### src/rtl/writeback_stage_pkg.sv
// Shared instruction-record types for the back end of the pipeline, plus the
// retire/redirect classification used by the writeback stage.
package writeback_stage_pkg;

  localparam int unsigned XLEN = 32;

  typedef logic [XLEN-1:0] reg_data_t;

  typedef enum logic [2:0] {
    EXCEPT_NONE    = 3'd0,
    EXCEPT_MISPRED = 3'd1,
    EXCEPT_FLUSH   = 3'd2,
    EXCEPT_SYS     = 3'd3,
    EXCEPT_ILLEGAL = 3'd4,
    EXCEPT_FAULT   = 3'd5
  } except_code_t;

  typedef struct packed {
    logic         valid;
    except_code_t code;
  } except_t;

  typedef struct packed {
    logic [4:0] rd;
    logic       rd_wen;
  } decode_t;

  typedef struct packed {
    logic      valid;
    reg_data_t pc;
    decode_t   decode;
    except_t   except;
  } issued_instr_t;

  typedef enum logic [2:0] {
    WB_NONE    = 3'd0,
    WB_COMMIT  = 3'd1,
    WB_MISPRED = 3'd2,
    WB_REFETCH = 3'd3,
    WB_DROP    = 3'd4
  } wb_class_t;

  function automatic issued_instr_t compose_issued_instr(
    input logic         valid,
    input reg_data_t    pc,
    input logic [4:0]   rd,
    input logic         rd_wen,
    input logic         exc_valid,
    input except_code_t exc_code
  );
    issued_instr_t r;
    r.valid         = valid;
    r.pc            = pc;
    r.decode.rd     = rd;
    r.decode.rd_wen = rd_wen;
    r.except.valid  = exc_valid;
    r.except.code   = exc_code;
    return r;
  endfunction

  // The code field only matters when except.valid is set; SYS still retires.
  function automatic wb_class_t classify_instr(input issued_instr_t instr);
    wb_class_t cls;
    cls = WB_NONE;
    if (!instr.valid) begin
      cls = WB_NONE;
    end else if (!instr.except.valid) begin
      cls = WB_COMMIT;
    end else begin
      case (instr.except.code)
        EXCEPT_SYS:     cls = WB_COMMIT;
        EXCEPT_MISPRED: cls = WB_MISPRED;
        EXCEPT_FLUSH:   cls = WB_REFETCH;
        default:        cls = WB_DROP;
      endcase
    end
    return cls;
  endfunction

endpackage

### src/rtl/writeback_stage.sv
// Final pipeline stage: register-file writeback, retire counting and
// redirect/flush generation for mispredicts and refetch requests.
module writeback_stage
  import writeback_stage_pkg::*;
#(
  parameter int unsigned FLUSH_CYCLES = 2
) (
  input  logic          i_clk,
  input  logic          i_rst,
  input  issued_instr_t i_instr,
  input  reg_data_t     i_data,
  output logic          o_rf_wen,
  output logic [4:0]    o_rf_idx,
  output reg_data_t     o_rf_data,
  output logic          o_flush,
  output logic          o_redirect_valid,
  output reg_data_t     o_redirect_pc,
  output logic          o_instret_inc,
  output logic [63:0]   o_retired
);

  typedef enum logic {
    ST_IDLE  = 1'b0,
    ST_FLUSH = 1'b1
  } state_t;

  localparam logic [3:0] CNT_LOAD = 4'(FLUSH_CYCLES - 1);

  state_t      state_q, state_d;
  logic [3:0]  cnt_q, cnt_d;
  logic        rf_wen_q, rf_wen_d;
  logic [4:0]  rf_idx_q, rf_idx_d;
  reg_data_t   rf_data_q, rf_data_d;
  logic        flush_q, flush_d;
  logic        redirect_valid_q, redirect_valid_d;
  reg_data_t   redirect_pc_q, redirect_pc_d;
  logic        instret_inc_q, instret_inc_d;
  logic [63:0] retired_q, retired_d;
  wb_class_t   cls_s;

  assign cls_s = classify_instr(i_instr);

  // Next-state and next-output computation; index/data/pc hold between strobes.
  always_comb begin
    state_d          = state_q;
    cnt_d            = cnt_q;
    rf_wen_d         = 1'b0;
    rf_idx_d         = rf_idx_q;
    rf_data_d        = rf_data_q;
    flush_d          = 1'b0;
    redirect_valid_d = 1'b0;
    redirect_pc_d    = redirect_pc_q;
    instret_inc_d    = 1'b0;
    retired_d        = retired_q;
    case (state_q)
      ST_IDLE: begin
        case (cls_s)
          WB_COMMIT: begin
            instret_inc_d = 1'b1;
            retired_d     = retired_q + 64'd1;
            if (i_instr.decode.rd_wen && (i_instr.decode.rd != 5'd0)) begin
              rf_wen_d  = 1'b1;
              rf_idx_d  = i_instr.decode.rd;
              rf_data_d = i_data;
            end else begin
              rf_wen_d  = 1'b0;
            end
          end
          WB_MISPRED: begin
            instret_inc_d    = 1'b1;
            retired_d        = retired_q + 64'd1;
            redirect_valid_d = 1'b1;
            redirect_pc_d    = i_data;
            flush_d          = 1'b1;
            state_d          = ST_FLUSH;
            cnt_d            = CNT_LOAD;
          end
          WB_REFETCH: begin
            redirect_valid_d = 1'b1;
            redirect_pc_d    = i_instr.pc;
            flush_d          = 1'b1;
            state_d          = ST_FLUSH;
            cnt_d            = CNT_LOAD;
          end
          default: begin
            state_d = ST_IDLE;
          end
        endcase
      end
      ST_FLUSH: begin
        // Flush stays high through the cycle in which the counter reaches zero.
        if (cnt_q == 4'd0) begin
          state_d = ST_IDLE;
          flush_d = 1'b0;
        end else begin
          cnt_d   = cnt_q - 4'd1;
          flush_d = 1'b1;
        end
      end
      default: begin
        state_d = ST_IDLE;
        cnt_d   = 4'd0;
      end
    endcase
  end

  // State and output registers with synchronous reset.
  always_ff @(posedge i_clk) begin
    if (i_rst) begin
      state_q          <= ST_IDLE;
      cnt_q            <= 4'd0;
      rf_wen_q         <= 1'b0;
      rf_idx_q         <= 5'd0;
      rf_data_q        <= '0;
      flush_q          <= 1'b0;
      redirect_valid_q <= 1'b0;
      redirect_pc_q    <= '0;
      instret_inc_q    <= 1'b0;
      retired_q        <= 64'd0;
    end else begin
      state_q          <= state_d;
      cnt_q            <= cnt_d;
      rf_wen_q         <= rf_wen_d;
      rf_idx_q         <= rf_idx_d;
      rf_data_q        <= rf_data_d;
      flush_q          <= flush_d;
      redirect_valid_q <= redirect_valid_d;
      redirect_pc_q    <= redirect_pc_d;
      instret_inc_q    <= instret_inc_d;
      retired_q        <= retired_d;
    end
  end

  assign o_rf_wen         = rf_wen_q;
  assign o_rf_idx         = rf_idx_q;
  assign o_rf_data        = rf_data_q;
  assign o_flush          = flush_q;
  assign o_redirect_valid = redirect_valid_q;
  assign o_redirect_pc    = redirect_pc_q;
  assign o_instret_inc    = instret_inc_q;
  assign o_retired        = retired_q;

endmodule

### config.mk
export PLATFORM = sky130hd
export DESIGN_NAME = writeback_stage
export DESIGN_NICKNAME = d
export VERILOG_FILES = /design/src/rtl/writeback_stage_pkg.sv /design/src/rtl/writeback_stage.sv
export SDC_FILE = /design/constraint.sdc
export NUM_CORES = 1
export LEC_CHECK = 0
export CORE_ASPECT_RATIO = 1.25
export CORE_MARGIN = 1
export CORE_UTILIZATION = 40
export CTS_BUF_LIST = sky130_fd_sc_hd__clkbuf_8
export CTS_CLUSTER_DIAMETER = 30
export DETAILED_ROUTE_END_ITERATION = 6
export PLACE_DENSITY = 0.74
export SYNTH_ARGS = -nofsm -noshare
export SYNTH_HDL_FRONTEND = slang
export SYNTH_SLANG_ARGS = --single-unit
### constraint.sdc
create_clock -name i_clk -period 2.1 [get_ports i_clk]
set_input_delay 0.42 -clock i_clk [delete_from_list [all_inputs] [get_ports i_clk]]
set_output_delay 0.42 -clock i_clk [all_outputs]
set_load 0.01 [all_outputs]
# ---- After elaboration in Yosys (flattened, before gate mapping)
# Index checks and enable logic that the tools add are counted.
dict set report word_totals {
  ff_bits 141
  in_bits 77
  output_inout_bits 137
  wordCells 45
}
dict set report classes {
  addsub 2
  eq_ne 8
  mux 12
  bitwise 2
  n_reduce_logical 12
}
# op n
set ops {}
lappend ops {{$add 64x1->64 const B} 1}
lappend ops {{$pmux 32 s2} 1}
lappend ops {{$eq 3x2->1 const B} 4}
lappend ops {{$pmux 3 s3} 1}
lappend ops {{$mux 4} 2}
lappend ops {{$pmux 4 s2} 1}
lappend ops {{$eq 3x1->1 const B} 2}
lappend ops {{$mux 3} 2}
lappend ops {{$reduce_and 2->1} 3}
lappend ops {{$reduce_or 2->1} 3}
lappend ops {{$reduce_bool 5->1} 1}
lappend ops {{$logic_not 4->1} 1}
lappend ops {{$mux 1} 4}
lappend ops {{$ne 2x2->1 const B} 2}
lappend ops {{$sub 4x1->4 const B} 1}
lappend ops {{$reduce_and 3->1} 1}
lappend ops {{$reduce_or 3->1} 1}
lappend ops {{$not 1->1} 2}
lappend ops {{$pmux 1 s2} 1}
lappend ops {{$reduce_bool 2->1} 1}
lappend ops {{$logic_and 1x1->1} 1}

# ---- Longest topological paths before layout
dict set report logic_depth {
  ltp_word 8
  mapped_depth 8
  mapped_depth_nobuf 7
}

# ---- Worst setup path before layout
# OpenSTA, ideal clock, no wires.
dict set report synth_path {
  path_kind {register to register}
  startpoint {register retired_q[3], in the netlist o_retired[3]}
  endpoint {register retired_q[61], in the netlist o_retired[61]}
  setup_time_ns 0.071
  arrival_ns 2.049
  required_time_ns 2.029
  setup_slack_ns -0.020
  stages_incl_launch_ff 7
  n_path_buf 1
  synth_period_minus_slack_ns 2.120
  path_cell_list {dfxtp_1 nand4_4 nor4_4 nand3_2 buf_2 or4_1 a21oi_1}
}
dict set report synth_via {
  elab_chain_len 1
}
# element line
set synth_lines {}
lappend synth_lines {{start, declared} writeback_stage.sv:38} ;# logic [63:0] retired_q, retired_d;
lappend synth_lines {{start signal, assigned} writeback_stage.sv:130} ;# retired_q <= retired_d;
lappend synth_lines {{$add 64x1->64} {writeback_stage.sv:60, writeback_stage.sv:71}}
# Every way passes these cells.
# A chain may end at the register's enable or synchronous reset.

# ---- Final worst setup path
dict set report layout_path {
  startpoint {register retired_q[6], in the netlist o_retired[6]}
  endpoint {register retired_q[34], in the netlist o_retired[34]}
}
# Same word-level chain as after synthesis.

==> metrics.cfg <==
[logic_synthesis]
synthCells=700
synthesis.nets=779
synth_area_um2=5940
yosysWarnings=0
synth_ff_type=dfxtp_1
async_reset_ff_frac=0
syn_area_per_cell_um2=8.48
ys_ff_latch=141
synth.yosys.seq_area_share=0.475
ys_types=49
synth_edf_count=0

[global_route]
grt_pass1_wl_um=29000
track_usage=0.236
grt_max_degree=75
grt_pass1_vias=5800
grt_overflow=0
antenna_found_initial=0

[critical_path]
reg2reg_depth=7
crit_type=reg -> reg
critPathCaptureType=register
start_kind=register
critPathMaxStageDelay_ns=0.38
cp_cell_sequence=nand4_4 > nor4_4 > buf_6 > nand4_2 > buf_4 > or3_1 > a21oi_1
timing.rr.end=o_retired[34]$_SDFFE_PP0P_
rrSetupSlack_ns=0.09
critical_path_arrival_ns=2.38
r2r_start=o_retired[6]$_SDFFE_PP0P_
required_ns=2.47
crit_slowest_cell=dfxtp_4
crit_path_max_fanout=10

[placement]
dpl_cell_area_um2=8710
dp_hpwl_um=12700
dp.cells=1114
port_buffers=213
routabilityCongestion=0.797

[cells_and_area]
syn_to_final_growth_pct=56.1
final_cells=1150
final_common_cell=clkdlybuf4s50_1
n_antenna_cell=0
design_area_um2=9270
final_cell_mix=clkdlybuf4s50_1, dfxtp_1, nand2_1, a21oi_1, buf_4
fillers=1213
layout.nets=1038
drive_gt1_frac=0.138

[drt]
vias=6046
postRouteAntennaNets=0
drc=34
drtPass1Iterations=6
wl_um=18200
viasPerCell=5.26
drt-initial-drc-count=328
routedWlPerCell_um=15.8

[status]
outcome=complete, but fails checks
violations=DRC

[floorplan]
dieHeight_um=138
die_w_um=111
floorplan.initialDensity=0.410
die_area_um2=15300
ioPinCount=214
core_um2=14500
fp-row-count=49

[timing]
tightest_slew_ns=0.597
period_needed_ns=2.01
hold_viol=0
fin_crit_sh=0.956
relSlewSlack=0.599
skew_ns=0.0100
slew_violations=0
grt_setup_unrepaired=yes
setup_viol=0
clock.fmax_ghz=0.498

[power_and_ir_drop]
seqPwrFrac=0.483
clkPwrFrac=0.420
leakage_nw=3.25
intPower_mw=4.37
p_sw_mw=1.31
netSwitchingFraction=0.231
power-per-cell-area_nw_per_um2=613
pwr-share-comb=0.097
ir_drop_mv=0.409

[cts]
clock_sinks=141
htree_levels=4
cts_buffer_depth=2
path_clk_slew_ns=0.08
clkLatencyLatePin_ns=0.45
root_buffer=clkbuf_8
ctsHoldBuffers=0
cts_tree=yes
cts_buffers=17

[worst_hold_path]
hold_depth=2
min_to=o_rf_data[6]$_SDFFE_PP0P_
hold_start=i_rst
hp-class=in -> reg

[job]
max_cap_viol_count=0

## power by group through the flow
stage                     sequential (mW)  combinational [mW]  clock [mW]
after floorplan                      2.83               0.173           0
after global placement               2.81               0.544           0
after detailed placement             2.81               0.547           0
after CTS                            2.75               0.551        2.43
after global routing                 2.75               0.593        2.54
final                                2.75               0.552        2.39
## critical path, delay by kind of cell (launching register included)
kind | cells | cell delay [ns]
buffers and inverters | 2 | 0.42
AO/OA/AOI/OAI | 1 | 0.16
flip-flops | 1 | 0.38
AND/OR/NAND/NOR | 4 | 0.95
## layer usage
layer	track usage	up-vias	routed length, um
li1	-	3002	-
met1	0.272	2826	7420
met2	0.416	188	9290
met3	0.0618	30	1070
met4	0.0916	0	384
met5	0	-	0
## how the worst max path moves through the flow
stage                                    from                    endpoint  slack [ns]  cells after the start
CTS                 o_retired[0]$_SDFFE_PP0P_  o_retired[28]$_SDFFE_PP0P_     0.00005                      7
global route        o_retired[6]$_SDFFE_PP0P_  o_retired[39]$_SDFFE_PP0P_      -0.001                      7
global placement                   i_instr[2]  o_retired[63]$_SDFFE_PP0P_       -0.43                      6
floorplan           o_retired[7]$_SDFFE_PP0P_  o_retired[61]$_SDFFE_PP0P_       0.006                      6
detailed placement                 i_instr[2]  o_retired[61]$_SDFFE_PP0P_       -0.49                      6
finish              o_retired[6]$_SDFFE_PP0P_  o_retired[34]$_SDFFE_PP0P_        0.09                      7
## cell usage after synthesis (3+ instances only)
library cell / instances / area share
o21ai_0: 39 / 0.033
nor2_1: 49 / 0.031
nand2b_1: 5 / 0.0053
xnor2_1: 9 / 0.013
buf_1: 5 / 0.0032
dfxtp_1: 141 / 0.48
or3_1: 17 / 0.018
o221ai_1: 4 / 0.0059
buf_2: 3 / 0.0025
nand4_1: 14 / 0.015
a21oi_1: 79 / 0.067
o31ai_1: 20 / 0.025
nand2_1: 120 / 0.076
nand4_2: 3 / 0.0063
inv_1: 13 / 0.0082
mux2i_1: 7 / 0.012
clkbuf_1: 27 / 0.017
a211oi_1: 7 / 0.0088
nor3_1: 5 / 0.0042
clkbuf_8: 4 / 0.0093
xor2_1: 21 / 0.031
or4_1: 21 / 0.027
o22ai_1: 22 / 0.023
nand3_2: 3 / 0.0051
and3_1: 6 / 0.0063
and4_1: 3 / 0.0044
nand3_1: 25 / 0.021
## logic make-up after synthesis
group / synth area share
DFF: 0.475
and+or+nand+nor: 0.241
muxes: 0.0118
xor gates and xnor gates: 0.0442
adders and majority gates: 0.00421
buffers and inverters: 0.0453
AOI/OAI and AO/OA: 0.178
## state kept, by name (all words and copies together), names as in the netlist
signal	cells
o_instret_inc	1
o_rf_data	32
o_redirect_valid	1
o_rf_idx	5
o_rf_wen	1
o_retired	64
o_flush	1
cnt_q	4
o_redirect_pc	32
## per-stage QoR
stage / power [mW] / util / TNS (ns) / setup WS [ns] / hold WS, ns
2_1_floorplan: 3.01 / - / 0 / 0.00621 / 0.476
3_3_place_gp: 3.35 / 0.602 / -21.09 / -0.435 / 0.432
3_5_place_dp: 3.36 / 0.602 / -24.94 / -0.487 / 0.441
4_1_cts: 5.73 / 0.632 / 0 / 0.0000533 / 0.313
5_1_grt: 5.89 / 0.641 / -0.00201 / -0.00132 / 0.323
6_report: 5.69 / 0.641 / 0 / 0.0924 / 0.345
## final cells by class
cell class / count / area (um^2) / share of cell area
Clock inverter: 13 / 171 / 0.0185
Timing Repair Buffer: 282 / 2800 / 0.302
Clock buffer: 19 / 262 / 0.0282
Inverter: 13 / 48.8 / 0.00526
Tap cell: 178 / 223 / 0.0240
Multi-Input combinational cell: 504 / 2930 / 0.316
Sequential cell: 141 / 2840 / 0.306
## timing repair
action | 4_1_cts | 5_1_grt
setup buffers | 0 | 3
resized for setup | 1 | 24
pin swaps | 0 | 8
setup endpoints to repair | 3 | 32
cloned | 0 | 1
Power figures use the tool's default switching activity.
